[src/rtl/shared_mem_arbiter.sv]
// shared_mem_arbiter: shares one memory port between fetch and data requesters, data first with bounded fetch starvation
module shared_mem_arbiter #(
  parameter int ADDR_W     = 32,
  parameter int DATA_W     = 32,
  parameter int STARVE_MAX = 4
) (
  input  logic              clk_i,
  input  logic              rst_i,
  input  logic              if_req_i,
  input  logic [ADDR_W-1:0] if_addr_i,
  output logic              if_ack_o,
  output logic [DATA_W-1:0] if_rdata_o,
  input  logic              d_req_i,
  input  logic              d_we_i,
  input  logic [ADDR_W-1:0] d_addr_i,
  input  logic [DATA_W-1:0] d_wdata_i,
  output logic              d_ack_o,
  output logic [DATA_W-1:0] d_rdata_o,
  output logic              mem_req_o,
  output logic              mem_we_o,
  output logic [ADDR_W-1:0] mem_addr_o,
  output logic [DATA_W-1:0] mem_wdata_o,
  input  logic              mem_ack_i,
  input  logic [DATA_W-1:0] mem_rdata_i,
  output logic              stall_o
);
  typedef enum logic [1:0] {IDLE, GNT_I, GNT_D, RESP} state_t;
  state_t state;
  logic [3:0] cnt;
  logic pick_d;
  assign pick_d = d_req_i && !(if_req_i && cnt >= 4'(STARVE_MAX));
  assign stall_o = (if_req_i & ~if_ack_o) | (d_req_i & ~d_ack_o);
  always_ff @(posedge clk_i or negedge rst_i) begin
    if (!rst_i) begin
      state       <= IDLE;
      cnt         <= '0;
      if_ack_o    <= 1'b0;
      d_ack_o     <= 1'b0;
      if_rdata_o  <= '0;
      d_rdata_o   <= '0;
      mem_req_o   <= 1'b0;
      mem_we_o    <= 1'b0;
      mem_addr_o  <= '0;
      mem_wdata_o <= '0;
    end else begin
      if_ack_o <= 1'b0;
      d_ack_o  <= 1'b0;
      case (state)
        IDLE: begin
          if (pick_d) begin
            state       <= GNT_D;
            cnt         <= if_req_i ? cnt + 4'd1 : '0;
            mem_req_o   <= 1'b1;
            mem_we_o    <= d_we_i;
            mem_addr_o  <= d_addr_i;
            mem_wdata_o <= d_wdata_i;
          end else if (if_req_i) begin
            state       <= GNT_I;
            cnt         <= '0;
            mem_req_o   <= 1'b1;
            mem_we_o    <= 1'b0;
            mem_addr_o  <= if_addr_i;
            mem_wdata_o <= '0;
          end
        end
        GNT_I, GNT_D: begin
          if (mem_ack_i) begin
            state       <= RESP;
            mem_req_o   <= 1'b0;
            mem_we_o    <= 1'b0;
            mem_addr_o  <= '0;
            mem_wdata_o <= '0;
            if (state == GNT_I) begin
              if_ack_o   <= 1'b1;
              if_rdata_o <= mem_rdata_i;
            end else begin
              d_ack_o   <= 1'b1;
              d_rdata_o <= mem_we_o ? d_rdata_o : mem_rdata_i;
            end
          end
        end
        default: state <= IDLE;
      endcase
    end
  end
endmodule

[config.mk]
export PLATFORM = sky130hd
export DESIGN_NAME = shared_mem_arbiter
export DESIGN_NICKNAME = d
export VERILOG_FILES = /design/src/rtl/shared_mem_arbiter.sv
export SDC_FILE = /design/constraint.sdc
export NUM_CORES = 1
export LEC_CHECK = 0
export CAP_MARGIN = 30
export CORE_ASPECT_RATIO = 1.4
export CORE_MARGIN = 10
export CORE_UTILIZATION = 43
export CTS_BUF_LIST = sky130_fd_sc_hd__clkbuf_4 sky130_fd_sc_hd__clkbuf_8
export DETAILED_ROUTE_END_ITERATION = 8
export GPL_TIMING_DRIVEN = 0
export PLACE_DENSITY_LB_ADDON = 0.3
export SLEW_MARGIN = 20
export SYNTH_ARGS = -nofsm -noshare
export SYNTH_HDL_FRONTEND = slang
export SYNTH_SLANG_ARGS = --single-unit
[constraint.sdc]
create_clock -name clk_i -period 2.5 [get_ports clk_i]
set_clock_uncertainty 0.15 [all_clocks]
set_input_delay 0.5 -clock clk_i [delete_from_list [all_inputs] [get_ports clk_i]]
set_output_delay 0.5 -clock clk_i [all_outputs]
set_load 0.02 [all_outputs]
* Yosys cells after proc, flatten, opt, wreduce, memory -nomap -nowiden
Index checks and enable logic that the tools add are counted.
** Operators by class
- Add/subtract/negate cells :: 1
- Order comparisons :: 1
- Equal/unequal tests :: 4
- Mux-type cells :: 27
- Bitwise logic cells :: 7
- Reduce and logical (&&, ||, !) cells :: 12
** Operators by type and width (number)
- 2-to-1 mux 32 bit :: 5
- case mux 32 bit (2 select lines) :: 2
- 2-to-1 mux 4 bit :: 3
- 2-to-1 mux 1 bit :: 11
- 2-to-1 mux 2 bit :: 3
- AND reduction 3 bit :: 2
- adder 4 x 1 -> 4 bit, second input constant :: 1
- greater-or-equal comparator 4 x 3 -> 1 bit, second input constant :: 1
- inverter 1 bit :: 4
- case mux 1 bit (2 select lines) :: 2
- case mux 2 bit (2 select lines) :: 1
- AND reduction 2 bit :: 2
- AND reduction 4 bit :: 1
- nonzero test 2 bit :: 2
- inequality test 3 bit, second input constant :: 1
- bitwise AND 1 bit :: 2
- equality test 2 x 1 -> 1 bit, second input constant :: 1
- equality test 2 bit, second input constant :: 1
- logical AND 1 bit :: 2
- logical NOT 2 bit :: 1
- inequality test 2 bit, second input constant :: 1
- OR reduction 2 bit :: 1
- logical NOT 1 bit :: 1
- OR 1 bit :: 1
** Word-level totals
- Bits in registers :: 138
- Input bits :: 134
- Output and inout bits :: 133
- Logic and storage cells :: 62

* Longest topological paths before layout
Gate-level depths: netlist (run 1).
- Depth in word-level cells :: 6
- Gate-level depth with buffers :: 8
- Gate-level depth less buffers :: 5

* Worst setup path after synthesis (run 1)
Ideal clock, no wire load.
- Path kind :: input to output
- Start :: input port d_req_i
- End :: output port stall_o
- Arrival :: 1.430 ns
- Required time :: 1.850 ns
- Slack :: 0.420 ns
- Cell stages on the path :: 4
- Path buffers :: 2
- Path through :: clkbuf_1 clkbuf_1 inv_1 o22ai_1
** On the way
- Cells in the longest elaborated chain, start to end :: 2
** RTL lines
- start, declared :: RTL line 13 : input logic d_req_i,
- bitwise AND 1 bit :: RTL line 32 : assign stall_o = (if_req_i & ~if_ack_o) | (d_req_i & ~d_ack_o);
- OR 1 bit :: RTL line 32
- end, declared :: RTL line 25 : output logic stall_o
Every way passes these cells.

* Worst setup path after layout (run 1)
Ends and elaborated chain as after synthesis.

==> key figures, run 1 <==
Setup path
  • Crit path capture: stall_o
  • Crit path kind: in2out
  • WP data required: 1.85 ns
  • Slowest library cell on the worst path: dlygate4sd2_1
  • Max incr delay on CP: 0.36 ns
  • Critical Path Start Type: primary input
  • CP arrival: 1.69 ns
  • CP Cell Sequence: dlygate4sd2_1, clkbuf_4, inv_1, o22ai_1, clkdlybuf4s15_2
  • Reg2reg end: mem_addr_o[24]$_DFFE_PN0P_
  • Critical Path End Type: output pin
  • Worst r2r path cells: 6
  • CP max FO: 19
  • Crit. Startpoint: d_req_i
  • RR Startpoint: state[1]$_DFFE_PN0P_
  • Reg2reg setup slack: 0.22 ns

STA
  • Final hold vios: 0
  • Slew HR: 65.8%
  • Worst slew pin tran: 0.511 ns
  • Worst hold margin: 0.273 ns
  • RSZ-0062 raised after global routing: no
  • Fmax: 0.428 GHz
  • Final setup violation count: 0
  • Final Cycle Share: 93.5%
  • Pins Over Slew Limit: 0
  • Fin crit period: 2.34 ns

Layout
  • Syn-to-layout area delta: 57.9%
  • Fin cells: 926
  • Share of layout cells above drive strength 1: 16.9%
  • Net count of the finished layout: 869
  • Diode count: 0
  • Fin area: 9110 sq um
  • Core Util, Final: 68.7%

Logic synthesis
  • Dominant synthesized flop cell: dfrtp_1
  • Ys Warns: 0
  • Post-synthesis adder-cell area fraction: 0.867%
  • Syn Inst Count: 446
  • Mux cell area share after synthesis: 12.7%
  • Syn Area/Cell: 12.9 sq um
  • Cell variety after synth: 36
  • Mapped Area: 5770 sq um
  • Post-synthesis simple-gate area fraction: 5.79%
  • XOR/XNOR Fraction of Synth Area: 0%
  • Syn Nets: 584
  • Post-synth EDFFs: 0
  • Post-synth ARST share: 100%
  • Compound-Gate Fraction of Synth Area: 14.2%
  • Seq/Total Area, Yosys: 59.9%
  • Yosys reg bits: 138
  • Largest family of logic cells by synthesized area: compound AO/OA/AOI/OAI gates

Die
  • DIE HEIGHT: 157 um
  • Core Region: 13300 sq um
  • # IOs: 267
  • Row cnt: 50
  • Die area: 18500 sq um
  • Initial Util: 43.5%
  • Die width: 118 um

Global routing
  • Largest net degree at the start of global routing: 78
  • Global-route wire length before repair: 29800 um
  • GRT Overall Usage: 20.1%
  • Vias in the first global route: 5373
  • Grt total ovfl: 0
  • Initial antenna violation count: 0

Run
  • Max_cap viols: 0

Route
  • Drc violations: 0
  • 1st-pass router iterations: 5
  • Total wire length: 18800 um
  • Initial DRC Count: 206
  • Wire per inst: 20.3 um
  • Avg Vias per Cell: 5.28
  • Via count: 4887
  • Post-route ant nets: 0

Place
  • DP Area: 8680 sq um
  • Placer Congestion: 0.853
  • Post-placement cell count: 894
  • Hpwl dp: 14800 um
  • IO buf count: 265

Clock tree
  • Clk slew on worst S/H paths: 0.08 ns
  • Num CTS Buffers: 17
  • Clk_lat worst skew: 0.42 ns
  • Post-CTS Setup Bufs: 0
  • CTS tree: done
  • CTS Sinks: 138
  • Root Buffer: clkbuf_8
  • H-tree Lvls: 4
  • Clock tree buffer depth: 2

Pwr
  • Static Leak: 0.00392 uW
  • Pwr Total: 12100 uW
  • Peak supply drop: 494 uV
  • PD cells: 1330 nW/um^2

Worst hold path
  • Hold Path Class: in2reg

Outcome
  • Status: completed
## worst min-delay path by stage
stage                                   startpoint                         end  depth (start not counted)
after floorplan                              rst_i          cnt[0]$_DFFE_PN0P_                          0
after global placement    d_rdata_o[6]$_DFFE_PN0P_    d_rdata_o[6]$_DFFE_PN0P_                          1
after detailed placement                     rst_i  if_rdata_o[13]$_DFFE_PN0P_                          1
after CTS                                 if_req_i          cnt[2]$_DFFE_PN0P_                          3
after global routing                      if_req_i          cnt[2]$_DFFE_PN0P_                          3
final                                     if_req_i          cnt[2]$_DFFE_PN0P_                          3
## final cells by class
type                    count  area [sq um]
plain buffers              37           239
clock buffers              19           255
clock inverters            13           158
fillers                   993          4150
inverters                  38           143
multi-input cells         232          1940
flip-flops and latches    138          3450
well taps                 182           228
repair buffers            267          2700
## through the flow
stage	setup slack, ns	setup TNS (ns)
after CTS	0.0137	0
after detailed placement	-0.892	-0.892
after global routing	0.0380	0
after global placement	-4.43	-610.40
final	0.164	0
after floorplan	0.420	0
## registers in the layout (all words and copies together), names as in the netlist
signal	flops
if_rdata_o	32
d_rdata_o	32
d_ack_o	1
mem_wdata_o	32
state	2
if_ack_o	1
mem_req_o	1
cnt	4
mem_addr_o	32
mem_we_o	1
## placed cells by master, fill, tap and decap left out, types with 2 or more instances in the layout
cell type        count
inv_6                5
dfrtp_1            138
o311ai_0             3
a22o_1              33
o311ai_1            29
o21ai_0             36
clkinv_4             4
clkbuf_8            18
inv_1               38
bufinv_16            2
buf_4                6
mux2_1               2
nand2_1              6
buf_12               3
nand4_1             34
and2_1               2
ha_1                 4
clkbuf_4             2
buf_8                2
buf_2               11
clkbuf_1            15
mux2_2              62
o21ai_2              2
clkdlybuf4s50_1    262
and3_1               2
## cells in the mapped netlist (all sizes together), types with 4 or more instances
| cell type | number | area, sq um |
|---|---|---|
| clkbuf | 17 | 63.8 |
| ha | 4 | 50.1 |
| o311ai | 32 | 280 |
| nand4 | 34 | 213 |
| a22o | 33 | 289 |
| inv | 38 | 143 |
| mux2 | 64 | 721 |
| nand2 | 6 | 22.5 |
| buf | 21 | 175 |
| dfrtp | 138 | 3450 |
| o21ai | 38 | 198 |
## worst max-delay path: cells and delay by family
family / cells / cell delay, ns
AO/OA/AOI/OAI: 1 / 0.12
buffers and inverters: 4 / 1.07
## cell families after synthesis
group | Yosys count
AOI/OAI and AO/OA | 110
muxes | 65
DFF | 138
and+or+nand+nor | 53
buffers and inverters | 76
adders and majority gates | 4
## metal layers
metal | wire (um) | GRT usage (%) | share of wire, %
met1 | 6910 | 21.1 | 37
met2 | 10100 | 36.2 | 54
met3 | 1500 | 7.42 | 8.0
met4 | 316 | 6.97 | 1.7
met5 | 0 | 0 | 0
## power by group
group,total [uW],internal [uW],switching (uW)
sequential,3810,3260,549
combinational,6430,3240,3190
clock,1870,954,918
## what timing repair did
item                                    in CTS  in global routing
hold buffers                                 1                  0
resized for setup                            7                  1
endpoints found under the hold margin       61                  0
endpoints found under the setup margin       1                  2
(Power assumes the default switching activity.)
==> run 2, diff against run 1 <==
--- a/config.mk
+++ b/config.mk
@@ -17,3 +17,4 @@
 export SYNTH_ARGS = -nofsm -noshare
 export SYNTH_HDL_FRONTEND = slang
 export SYNTH_SLANG_ARGS = --single-unit
+export TNS_END_PERCENT = 100
==> results of run 2 <==
Final layout, timing and power as in run 1 (identical DEF).
==> run 3, diff against run 2 <==
--- a/config.mk
+++ b/config.mk
@@ -8,8 +8,8 @@
 export CAP_MARGIN = 30
 export CORE_ASPECT_RATIO = 1.4
 export CORE_MARGIN = 10
-export CORE_UTILIZATION = 43
-export CTS_BUF_LIST = sky130_fd_sc_hd__clkbuf_4 sky130_fd_sc_hd__clkbuf_8
+export CORE_UTILIZATION = 42
+export CTS_BUF_LIST = sky130_fd_sc_hd__clkbuf_16
 export DETAILED_ROUTE_END_ITERATION = 8
 export GPL_TIMING_DRIVEN = 0
 export PLACE_DENSITY_LB_ADDON = 0.3
==> run 3 against run 2 <==
Sequential power is essentially flat; total power grew 5.7%; count of clock-buffer cells in the layout shrank 2; critical path type is now reg2reg; largest cell class unchanged.
==> key figures, run 3 (synthesis results as in run 1) <==
Layout
  • Fin area: 9290 sq um (was 9110 sq um)
  • Fin cells: 926 (unchanged)
  • Syn-to-layout area delta: 61.1% (was 57.9%)
  • Net count of the finished layout: 870 (was 869)
  • Diode count: 0 (unchanged)
  • Most frequent cells in the layout: clkdlybuf4s50_1 (262), dfrtp_1 (138), mux2_2 (62), inv_1 (39), o21ai_0 (36) (was clkdlybuf4s50_1 (262), dfrtp_1 (138), mux2_2 (62), inv_1 (38), o21ai_0 (36))
  • Share of layout cells above drive strength 1: 16.8% (was 16.9%)
  • Fillers: 1030 (was 993)
  • Most common cell after layout, fill and taps aside: clkdlybuf4s50_1 (unchanged)

Clock tree
  • CTS Sinks: 138 (unchanged)
  • Clk slew on worst S/H paths: 0.06 ns (was 0.08 ns)
  • Clk_lat worst skew: 0.41 ns (was 0.42 ns)
  • CTS tree: done (unchanged)
  • H-tree Lvls: 4 (unchanged)
  • Num CTS Buffers: 17 (unchanged)
  • Clock tree buffer depth: 2 (unchanged)
  • Post-CTS Setup Bufs: 0 (unchanged)
  • Root Buffer: clkbuf_16 (was clkbuf_8)

Route
  • Via count: 4886 (was 4887)
  • Initial DRC Count: 187 (was 206)
  • 1st-pass router iterations: 6 (was 5)
  • Wire per inst: 20.6 um (was 20.3 um)
  • Total wire length: 19000 um (was 18800 um)
  • Avg Vias per Cell: 5.28 (about the same)
  • Post-route ant nets: 0 (unchanged)
  • Drc violations: 0 (unchanged)

Die
  • Die width: 119 um (was 118 um)
  • Core Region: 13500 sq um (was 13300 sq um)
  • Row cnt: 50 (unchanged)
  • Die area: 18900 sq um (was 18500 sq um)
  • # IOs: 267 (unchanged)
  • Initial Util: 42.9% (was 43.5%)
  • DIE HEIGHT: 159 um (was 157 um)

Worst hold path
  • Hold Path Class: in2reg (unchanged)

Global routing
  • GRT Overall Usage: 19.8% (was 20.1%)
  • Global-route wire length before repair: 29700 um (was 29800 um)
  • Grt total ovfl: 0 (unchanged)
  • Largest net degree at the start of global routing: 71 (was 78)
  • Vias in the first global route: 5407 (was 5373)
  • Initial antenna violation count: 0 (unchanged)

STA
  • Fin crit period: 2.28 ns (was 2.34 ns)
  • Final setup violation count: 0 (unchanged)
  • Pins Over Slew Limit: 0 (unchanged)
  • Fmax: 0.439 GHz (was 0.428 GHz)
  • Final WS setup: 0.223 ns (was 0.164 ns)
  • RSZ-0062 raised after global routing: no (unchanged)
  • Slew HR: 63.2% (was 65.8%)
  • Final Cycle Share: 91.1% (was 93.5%)
  • Final hold vios: 0 (unchanged)
  • Worst slew pin tran: 0.552 ns (was 0.511 ns)

Setup path
  • CP max FO: 10 (was 19)
  • Crit path kind: reg2reg (was in2out)
  • WP data required: 2.65 ns (was 1.85 ns)
  • CP arrival: 2.43 ns (was 1.69 ns)
  • Critical Path End Type: flip-flop (was output pin)
  • Critical Path Start Type: flip-flop (was primary input)

Pwr
  • PD cells: 1380 nW/um^2 (was 1330 nW/um^2)
  • Peak supply drop: 639 uV (was 494 uV)
  • Static Leak: 0.00401 uW (was 0.00392 uW)

Place
  • Hpwl dp: 14900 um (was 14800 um)
  • Post-placement cell count: 894 (unchanged)
  • DP Area: 8680 sq um (unchanged)
  • Placer Congestion: 0.855 (was 0.853)
  • IO buf count: 265 (unchanged)
  • Pre-CTS setup slack: -0.932 ns (was -0.892 ns)

Outcome
  • Status: completed (unchanged)

Run
  • Max_cap viols: 0 (unchanged)
[run 3: critical path, stage by stage (launching register included)]
cell,delay [ns]
dfrtp_1,0.40
inv_1,0.06
ha_1,0.40
mux2i_1,0.50
clkbuf_1,0.39
o21ai_0,0.14
o311ai_1,0.12
[run 3: power breakdown]
group | total (uW) | internal, uW | switching, uW
Clock | 2550 | 1570 | 976
Combinational | 6440 | 3230 | 3200
Sequential | 3820 | 3270 | 552
Total | 12800 | 8070 | 4730
[run 3: path summary, 6_finish.rpt]
check / startpoint / endpoint / slack (ns) / cells after the start
worst max-delay path: state[0]$_DFFE_PN0P_ / mem_addr_o[24]$_DFFE_PN0P_ / 0.22 / 6
worst min-delay path: if_req_i / cnt[2]$_DFFE_PN0P_ / 0.30 / 3
worst max register to register: state[0]$_DFFE_PN0P_ / mem_addr_o[24]$_DFFE_PN0P_ / 0.22 / 6
worst min register to register: d_rdata_o[6]$_DFFE_PN0P_ / d_rdata_o[6]$_DFFE_PN0P_ / 0.34 / 1
max in group asynchronous: rst_i / if_rdata_o[7]$_DFFE_PN0P_ / 1.00 / 3
min in group asynchronous: rst_i / mem_addr_o[23]$_DFFE_PN0P_ / 0.46 / 2
[run 3: final cells by class]
| cell class | count | area, sq um | area share (%) |
|---|---|---|---|
| Sequential cell | 138 | 3450 | 37.2 |
| Timing Repair Buffer | 267 | 2690 | 29.0 |
| Multi-Input combinational cell | 232 | 1930 | 20.8 |
| Clock buffer | 17 | 425 | 4.58 |
| Buffer | 38 | 246 | 2.65 |
| Tap cell | 182 | 228 | 2.45 |
| Clock inverter | 14 | 171 | 1.84 |
| Inverter | 38 | 143 | 1.53 |
[run 3: routing by layer]
| layer | track usage, % | vias up | share of wire [%] |
|---|---|---|---|
| met1 | 20.4 | 2430 | 35 |
| met5 | 0 | - | 0 |
| met4 | 7.11 | 0 | 1.7 |
| li1 | - | 2216 | - |
| met2 | 36.2 | 216 | 55 |
| met3 | 7.16 | 24 | 8.0 |
[run 3: through the flow]
| stage | power (uW) | TNS [ns] | utilization [%] | hold WS [ns] |
|---|---|---|---|---|
| 2_1_floorplan | 7280 | 0 | - | 0.0544 |
| 3_3_place_gp | 10100 | -624.56 | 64.3 | 0.317 |
| 5_1_grt | 13500 | 0 | 69.1 | 0.311 |
| 6_report | 12800 | 0 | 69.1 | 0.300 |
| 3_5_place_dp | 10300 | -0.934 | 64.5 | 0.334 |
| 4_1_cts | 12900 | 0 | 69.1 | 0.289 |
[run 3: repair_timing]
action	CTS	global route
pin swaps	0	0
resized for setup	8	2
setup endpoints to repair	1	1
hold endpoints to repair	68	0
hold buffers	1	0
